$ cat src/rtl/vedic_pkg.sv
// Shared widths and types for the Vedic multiplier family.
package vedic_pkg;
    localparam int unsigned OPW = 4;
    localparam int unsigned PRW = 8;

    typedef logic [OPW-1:0] operand_t;
    typedef logic [PRW-1:0] product_t;
endpackage

$ cat src/rtl/vedic_mul_2bit.sv
// Combinational 2x2 Urdhva-Tiryagbhyam block: four AND terms and two half adders.
module vedic_mul_2bit (
    input  logic [1:0] x,
    input  logic [1:0] y,
    output logic [3:0] p
);
    logic c1;

    always_comb begin
        p[0] = x[0] & y[0];
        // crosswise terms feed the first half adder, vertical high term the second
        p[1] = (x[1] & y[0]) ^ (x[0] & y[1]);
        c1   = (x[1] & y[0]) & (x[0] & y[1]);
        p[2] = (x[1] & y[1]) ^ c1;
        p[3] = (x[1] & y[1]) & c1;
    end
endmodule

$ cat src/rtl/vedic_mul_4bit.sv
// Unsigned 4x4 Vedic multiplier: four 2x2 blocks, two ripple adders, registered product.
module vedic_mul_4bit
    import vedic_pkg::*;
(
    input  logic           clk,
    input  logic           rst,
    input  logic [OPW-1:0] a,
    input  logic [OPW-1:0] b,
    output logic [PRW-1:0] s
);
    logic [3:0] q0, q1, q2, q3;
    logic [4:0] t;
    logic [4:0] tc;
    logic [5:0] ua, ub, us;
    logic [5:0] uc;
    product_t   s_next;

    vedic_mul_2bit u_q0 (.x(a[1:0]), .y(b[1:0]), .p(q0));
    vedic_mul_2bit u_q1 (.x(a[3:2]), .y(b[1:0]), .p(q1));
    vedic_mul_2bit u_q2 (.x(a[1:0]), .y(b[3:2]), .p(q2));
    vedic_mul_2bit u_q3 (.x(a[3:2]), .y(b[3:2]), .p(q3));

    // Cross sum t = q1 + q2 as a 4-bit ripple adder with carry into t[4].
    always_comb begin
        t  = '0;
        tc = '0;
        for (int unsigned i = 0; i < 4; i++) begin
            t[i]    = q1[i] ^ q2[i] ^ tc[i];
            tc[i+1] = (q1[i] & q2[i]) | (tc[i] & (q1[i] ^ q2[i]));
        end
        t[4] = tc[4];
    end

    // Upper sum {q3, q0[3:2]} + t; its carry-out is always zero, so the chain stops at bit 5.
    always_comb begin
        ua = {q3, q0[3:2]};
        ub = {1'b0, t};
        us = '0;
        uc = '0;
        for (int unsigned i = 0; i < 6; i++) begin
            us[i] = ua[i] ^ ub[i] ^ uc[i];
            if (i < 5)
                uc[i+1] = (ua[i] & ub[i]) | (uc[i] & (ua[i] ^ ub[i]));
        end
        s_next = {us, q0[1:0]};
    end

    always_ff @(posedge clk or posedge rst) begin
        if (rst)
            s <= '0;
        else
            s <= s_next;
    end
endmodule

$ cat config.mk
export PLATFORM = sky130hd
export DESIGN_NAME = vedic_mul_4bit
export DESIGN_NICKNAME = d
export VERILOG_FILES = /design/src/rtl/vedic_pkg.sv /design/src/rtl/vedic_mul_2bit.sv /design/src/rtl/vedic_mul_4bit.sv
export SDC_FILE = /design/constraint.sdc
export NUM_CORES = 1
export LEC_CHECK = 0
export BUFFER_PORTS_ARGS = -buffer_cell sky130_fd_sc_hd__buf_2
export CAP_MARGIN = 20
export CORE_MARGIN = 3
export CORE_UTILIZATION = 35
export CTS_CLUSTER_DIAMETER = 100
export DETAILED_ROUTE_END_ITERATION = 12
export PLACE_DENSITY = 0.67
export SYNTH_ARGS = -nofsm -noshare
export SYNTH_HDL_FRONTEND = slang
export SYNTH_SLANG_ARGS = --single-unit
$ cat constraint.sdc
create_clock -name clk -period 0.8 [get_ports clk]
set_input_delay 0.16 -clock clk [delete_from_list [all_inputs] [get_ports clk]]
set_output_delay 0.16 -clock clk [all_outputs]
set_load 0.01 [all_outputs]
---- After elaboration in Yosys (flattened, before gate mapping) ----
Index checks and enable logic that the tools add are counted.
storage, ports and cells
  bits in registers ....................... 8
  input port bits ......................... 10
  output and inout bits ................... 8
  logic and storage cells ................. 73
operators by class
  bitwise operators ....................... 72
operators with widths
  operator     number
  $and 1x1->1  40
  $xor 1x1->1  25
  $or 1x1->1   7

---- Logic depth before layout (Yosys ltp) ----
Gate-level depths: netlist of run 1.
  depth in word-level cells ............... 14
  depth in mapped cells ................... 12

---- Hierarchy ----
A second synthesis of run 1 with hierarchy kept.
unflattened totals
  cells, all modules ...................... 59
  area total of the unflattened synthesis .. 638.1 µm²
by module, submodules not included
  module          times used  cells each  area each (µm²)
  vedic_mul_4bit  1           35          437.9
  vedic_mul_2bit  4           6           50.0

---- Worst setup path after synthesis of run 1 ----
No wires, ideal clock.
  path kind ............................... input to register
  from .................................... in b[0]
  to ...................................... reg s[7]
  setup time .............................. 0.122 ns
  data arrival time ....................... 2.864 ns
  data required time ...................... 0.678 ns
  slack ................................... -2.186 ns
  cell stages on the path ................. 10
  path buffers ............................ 0
  path through ............................ and2_1 > ha_1 > inv_1 > fa_1 > fa_1 > fa_1 > inv_1 > fa_1 > fa_1 > xor2_1
on the way
  word-level cells in the longest chain between the ends .. 14
  elaborated cells between the ends (all ways) .. 45
  classes of those cells .................. bitwise: 45
ends and longest elaborated chain
  element                                            RTL line                                    RTL
  start: declaration                                 vedic_mul_4bit.sv:8                         input logic [OPW-1:0] b,
  $and 1x1->1                                        vedic_mul_2bit.sv:12, vedic_mul_2bit.sv:13
  $xor 1x1->1                                        vedic_mul_2bit.sv:12                        p[1] = (x[1] & y[0]) ^ (x[0] & y[1]);
  $xor 1x1->1                                        vedic_mul_4bit.sv:28, vedic_mul_4bit.sv:29
  $xor 1x1->1 / $and 1x1->1 (equally long branches)  vedic_mul_4bit.sv:28, vedic_mul_4bit.sv:29
  $xor 1x1->1 / $or 1x1->1 (equally long branches)   vedic_mul_4bit.sv:43, vedic_mul_4bit.sv:29
  $and 1x1->1 (tied with other cells)                vedic_mul_4bit.sv:43                        uc[i+1] = (ua[i] & ub[i]) | (uc[i] & (ua[i] ^ ub[i]));
  $or 1x1->1 (tied with other cells)                 vedic_mul_4bit.sv:43
  $and 1x1->1 / $xor 1x1->1 (equally long branches)  vedic_mul_4bit.sv:43, vedic_mul_4bit.sv:28
  $or 1x1->1 / $xor 1x1->1 (equally long branches)   vedic_mul_4bit.sv:43
  $and 1x1->1                                        vedic_mul_4bit.sv:43
  $or 1x1->1                                         vedic_mul_4bit.sv:43
  $and 1x1->1                                        vedic_mul_4bit.sv:43
  $or 1x1->1 *                                       vedic_mul_4bit.sv:43
  $xor 1x1->1 *                                      vedic_mul_4bit.sv:41                        us[i] = ua[i] ^ ub[i] ^ uc[i];
  named net s_next[7]                                vedic_mul_4bit.sv:16                        product_t s_next;
  end signal: assignment                             vedic_mul_4bit.sv:52                        s <= s_next;
  end: declaration                                   vedic_mul_4bit.sv:9                         output logic [PRW-1:0] s
The timed path passes the listed nets; every way through them passes the cells marked *.

---- Final worst setup path of run 1 ----
  from .................................... in b[1]
  to ...................................... reg s[7]
Same word-level chain as after synthesis.

==> impl_metrics.toml, run 1 <==
[sta]
worst-slew-pin-transition_ns = 0.279
setup_viol = 14
holdWs_ns = 0.245
slew_violations = 0
relSlewSlack_pct = 81.4
period_needed_ns = 2.67
fin_ws_ns = -1.87
grt_setup_unrepaired = "yes"
fin_crit_sh_pct = 334
finalHoldViolations = 0
clock.fmax_ghz = 0.375

[power_and_ir_drop]
intPower_uw = 965
irDropWorstVdd_mv = 0.604
power_density_nw_per_um2 = 1320
swShare_pct = 27.9
clkPwrFrac_pct = 21.1
comb_power_share_pct = 40.8
seq_power_share_pct = 38.0
power_leakage_nw = 0.506
p_switching_uw = 373

[flow_run]
max-cap-violations = 0

[final_layout]
largest_register_ffs = 8
most-common-layout-cells = "buf_6, and2_1, inv_1, dfrtp_1, buf_2"
diodes = 0
fin_nets = 115
drive_above_1_share_pct = 60.5
syn2layout_area_growth_pct = 62.1
top_register = "s"
fin_cells = 110
final_common_cell = "buf_6"
largestRegisters = "s x8"
fin_util_pct = 63.5

[worst_setup_path]
arrival_ns = 2.79
startpoint_type = "input pin"
path_class = "in2reg"
crit_path_end_kind = "flop"
max_stage_delay_ns = 0.50
cp-startpoint = "b[1]"
cpMostUsedCell = "fa_2"
cp_num_buf_inv = 3
path_delay_family = "adder cells"
cp.required_ns = 0.93
crit_fanout = 2
slowest_stage = "fa_1"
cp_cell_sequence = "buf_6 -> and2_4 -> ha_4 -> inv_4 -> fa_2 -> fa_2 -> fa_1 -> inv_2 -> fa_2 -> fa_2 -> xor2_1"

[synthesis]
synth_top_area_share_pct = 32.1
synth_area_leaders = "dfrtp_1, fa_1, ha_1"
synth.net_count = 83
synthCells = 56
syn_area_per_cell_um2 = 11.1
yosysWarnings = 0
syn-cell-area_um2 = 624
yosysSeqAreaShare_pct = 32.1
synth_seq_cells = 8
yosysTopAreaCell = "dfrtp_1"
synth_cell_types = 7

[floorplanning]
pin_count = 18
rows = 14
core_region_area_um2 = 1590
die_x_um = 48.2
fp.dieH_um = 48.2
start_util_pct = 39.2
die_area_um2 = 2330

[route]
vias = 464
wl_per_cell_um = 9.74
vias_per_cell = 4.22
first_iter_violations = 3
wirelength_um = 1070
drtPass1Iterations = 4
final_antenna_net_count = 0
route.detailed.drc = 0

[worst_hold_path]
holdCritStartpoint = "b[0]"
hp-class = "in2reg"

[outcome]
violations = "setup timing"
status = "finished, violations left"

[placed_design]
dp_hpwl_um = 989
io_buffers = 17
routabilityCongestion = 0.741
dp.cells = 105

[clock_network]
cts-root-buf = "clkbuf_4"
clock-sinks = 8
clock_path_buffers = 2
cts_made_buffers = 3
htree_levels = 1
clk_pin_slew_worst_paths_ns = 0.05
cts_tree = "yes"

[global_routing]
grt_pass1_wl_um = 1860
grt_usage_pct = 11.5
first_global_vias = 485
grt_max_degree = 9
antenna_found_initial = 0
gr-total-overflow = 0
## path summary, 6_finish.rpt
kind                       slack [ns]        endpoint  cells past startpoint
worst max-delay path            -1.87  s[7]$_DFF_PP0_                     11
worst min-delay path             0.25  s[0]$_DFF_PP0_                      3
max in group asynchronous        0.19  s[4]$_DFF_PP0_                      3
min in group asynchronous        0.39  s[0]$_DFF_PP0_                      3
## power groups by stage
stage / Clock (mW) / Combinational (mW) / Sequential (mW)
floorplan: 0 / 0.218 / 0.555
global placement: 0 / 0.443 / 0.505
detailed placement: 0 / 0.460 / 0.505
CTS: 0.294 / 0.504 / 0.498
global route: 0.316 / 0.614 / 0.517
finish: 0.283 / 0.546 / 0.509
## area by class of cell
class                           count  area (µm²)
Clock buffer                        3        22.5
Fill cell                         135         582
Inverter                           14        55.1
Multi-Input combinational cell     34         464
Sequential cell                     8         200
Tap cell                           24        30.0
Timing Repair Buffer               27         240
## logic make-up after synthesis
group         count (synthesis)  synth area share, %
simple gates                 16                 15.6
buf+inv                      14                 8.42
xor+xnor                      1                 1.40
flops                         8                 32.1
fa+ha+maj                    17                 42.5
## cell usage after synthesis
| cell | n |
|---|---|
| and2_1 | 15 |
| dfrtp_1 | 8 |
| fa_1 | 7 |
| ha_1 | 10 |
| inv_1 | 14 |
| nand2_1 | 1 |
| xor2_1 | 1 |
## layer usage
| metal | vias to the layer above | GRT usage (%) | share of wire, % | routed length (µm) |
|---|---|---|---|---|
| met5 | - | 0 | 0 | 0 |
| met2 | 19 | 20.8 | 51 | 549 |
| li1 | 225 | - | - | - |
| met4 | 0 | 3.23 | 1.0 | 11 |
| met1 | 218 | 14.3 | 41 | 434 |
| met3 | 2 | 1.11 | 7.0 | 75 |
## timing repair
item                                   CTS  global route
pin swaps                               14             3
buffers inserted                         1             0
gates resized for setup                 13             6
hold buffers                             1             0
setup endpoints to repair               14            14
endpoints found under the hold margin    8             0
## through the flow
| stage | setup TNS, ns | setup WS, ns | power [mW] | instance area [µm²] |
|---|---|---|---|---|
| floorplan | -7.93 | -1.99 | 0.774 | 714 |
| global placement | -9.09 | -2.15 | 0.947 | 890 |
| detailed placement | -9.22 | -2.19 | 0.965 | 890 |
| CTS | -8.01 | -1.88 | 1.30 | 985 |
| global route | -8.38 | -1.92 | 1.45 | 1010 |
| finish | -7.96 | -1.87 | 1.34 | 1010 |
No activity file was read; power rests on OpenSTA's default activity.
==> inputs of run 2 (changes only) <==
- PLACE_DENSITY: 0.67 -> default
- PLACE_DENSITY_LB_ADDON: default -> 0.1
==> run 2 against run 1 <==
Against the previous run:
- sequential share of layout area down 0.073 points
- combinational power down 5.9%
- via count down 1.3%
- sequential power down 2%
- the run still ends with setup timing left
==> impl_metrics.toml, run 2 (synthesis results as in run 1) <==
[sta]
clock.fmax_ghz = 0.374
relSlewSlack_pct = 81.0
fin_crit_sh_pct = 335
worst-slew-pin-transition_ns = 0.285
tns_ns = -8.08
period_needed_ns = 2.68
finalHoldViolations = 0
grt_setup_unrepaired = "yes"
setup_viol = 14
fin_ws_ns = -1.88
slew_violations = 0

[route]
vias = 458
drtPass1Iterations = 2
wirelength_um = 1210
met3WireLength_um = 63
first_iter_violations = 1
vias_per_cell = 4.13
final_antenna_net_count = 0
met2WireLength_um = 625
route.detailed.drc = 0
wl_met1_um = 487
maxUsedRoutingLayer = "met4"
wl_per_cell_um = 10.9

[worst_setup_path]
cp.required_ns = 0.93
crit_path_end_kind = "flop"
startpoint_type = "input pin"
crit_fanout = 3
arrival_ns = 2.81
path_class = "in2reg"

[floorplanning]
die_area_um2 = 2330
start_util_pct = 39.2
core_region_area_um2 = 1590
die_x_um = 48.2
pin_count = 18
fp.dieH_um = 48.2
rows = 14

[global_routing]
grt_pass1_wl_um = 1830
gr-total-overflow = 0
antenna_found_initial = 0
grt_max_degree = 9
grt_usage_pct = 12.0
first_global_vias = 488

[power_and_ir_drop]
power_density_nw_per_um2 = 1280
p_total_mw = 1.31
irDropWorstVdd_mv = 0.546
power_leakage_nw = 0.514
seq_power_share_pct = 38.2
clkPwrFrac_pct = 22.4
swShare_pct = 28.4
intPower_uw = 934
p_switching_uw = 371
comb_power_share_pct = 39.4

[clock_network]
clk_pin_slew_worst_paths_ns = 0.05
clock-sinks = 8
cts-root-buf = "clkbuf_4"
clock_path_buffers = 2
cts_tree = "yes"
cts_made_buffers = 3
htree_levels = 1

[outcome]
status = "finished, violations left"
violations = "setup timing"

[final_layout]
final_common_cell = "buf_6"
most-common-layout-cells = "buf_6, and2_1, inv_1, buf_2, dfrtp_1"
diodes = 0
nFillCells = 127
syn2layout_area_growth_pct = 62.7
stdcell_area_um2 = 1020
fin_cells = 111
top_register = "s"
drive_above_1_share_pct = 58.6
largestRegisters = "s x8"
largest_register_ffs = 8
fin_nets = 116

[placed_design]
placed_area_um2 = 890
routabilityCongestion = 0.680
dp_hpwl_um = 1040
io_buffers = 17
dp.cells = 105

[worst_hold_path]
hp-class = "in2reg"

[flow_run]
max-cap-violations = 0
==> run 2: changes by cell type in the layout (fill, tap and decap cells not counted), sizes merged <==
| cell | delta |
|---|---|
| buf | +1 |
==> run 2: power by group through the flow <==
stage	Combinational, mW	Sequential (mW)	Clock (mW)
after CTS	0.502	0.496	0.305
after detailed placement	0.462	0.503	0
after floorplan	0.218	0.555	0
after global routing	0.582	0.512	0.319
final	0.514	0.499	0.292
after global placement	0.451	0.503	0
==> run 2: worst paths after layout <==
kind / startpoint / to / slack (ns) / depth (start not counted)
max in group asynchronous: rst / s[3]$_DFF_PP0_ / 0.19 / 3
min in group asynchronous: rst / s[7]$_DFF_PP0_ / 0.39 / 3
worst min-delay path: a[0] / s[0]$_DFF_PP0_ / 0.22 / 3
worst max-delay path: b[0] / s[7]$_DFF_PP0_ / -1.88 / 11
==> run 2: cell type report <==
class,instances,area [µm²],share of cell area (%)
multi-input combinational,34,462,45.4
sequential,8,200,19.7
timing repair buffer,28,249,24.5
inverter,14,52.6,5.17
clock buffer,3,22.5,2.22
tap,24,30.0,2.96
==> run 2: metrics by stage <==
stage,setup WS (ns),utilization [%],hold WS [ns]
final,-1.88,63.7,0.225
after detailed placement,-2.22,55.8,0.111
after global routing,-1.91,63.7,0.231
after floorplan,-1.99,-,-0.0243
after CTS,-1.88,61.9,0.208
after global placement,-2.19,55.8,0.101
==> run 2: metal layers <==
layer | vias up | global-route usage (%)
li1 | 228 | -
met1 | 208 | 13.5
met2 | 18 | 19.5
met3 | 4 | 1.85
met4 | 0 | 10.2
met5 | - | 0
==> run 2: what timing repair did <==
action,4_1_cts,5_1_grt
hold endpoints to repair,8,0
hold buffers,1,0
resized for setup,14,3
setup endpoints to repair,14,14
pin swaps,16,7
buffers inserted,0,2
==> run 2: worst max-delay path, cell delays in order <==
cell	delay [ns]
buf_8	0.10
and2_4	0.15
ha_4	0.25
inv_2	0.03
fa_2	0.36
fa_2	0.34
fa_1	0.50
inv_2	0.04
fa_2	0.36
fa_2	0.34
xor2_1	0.17
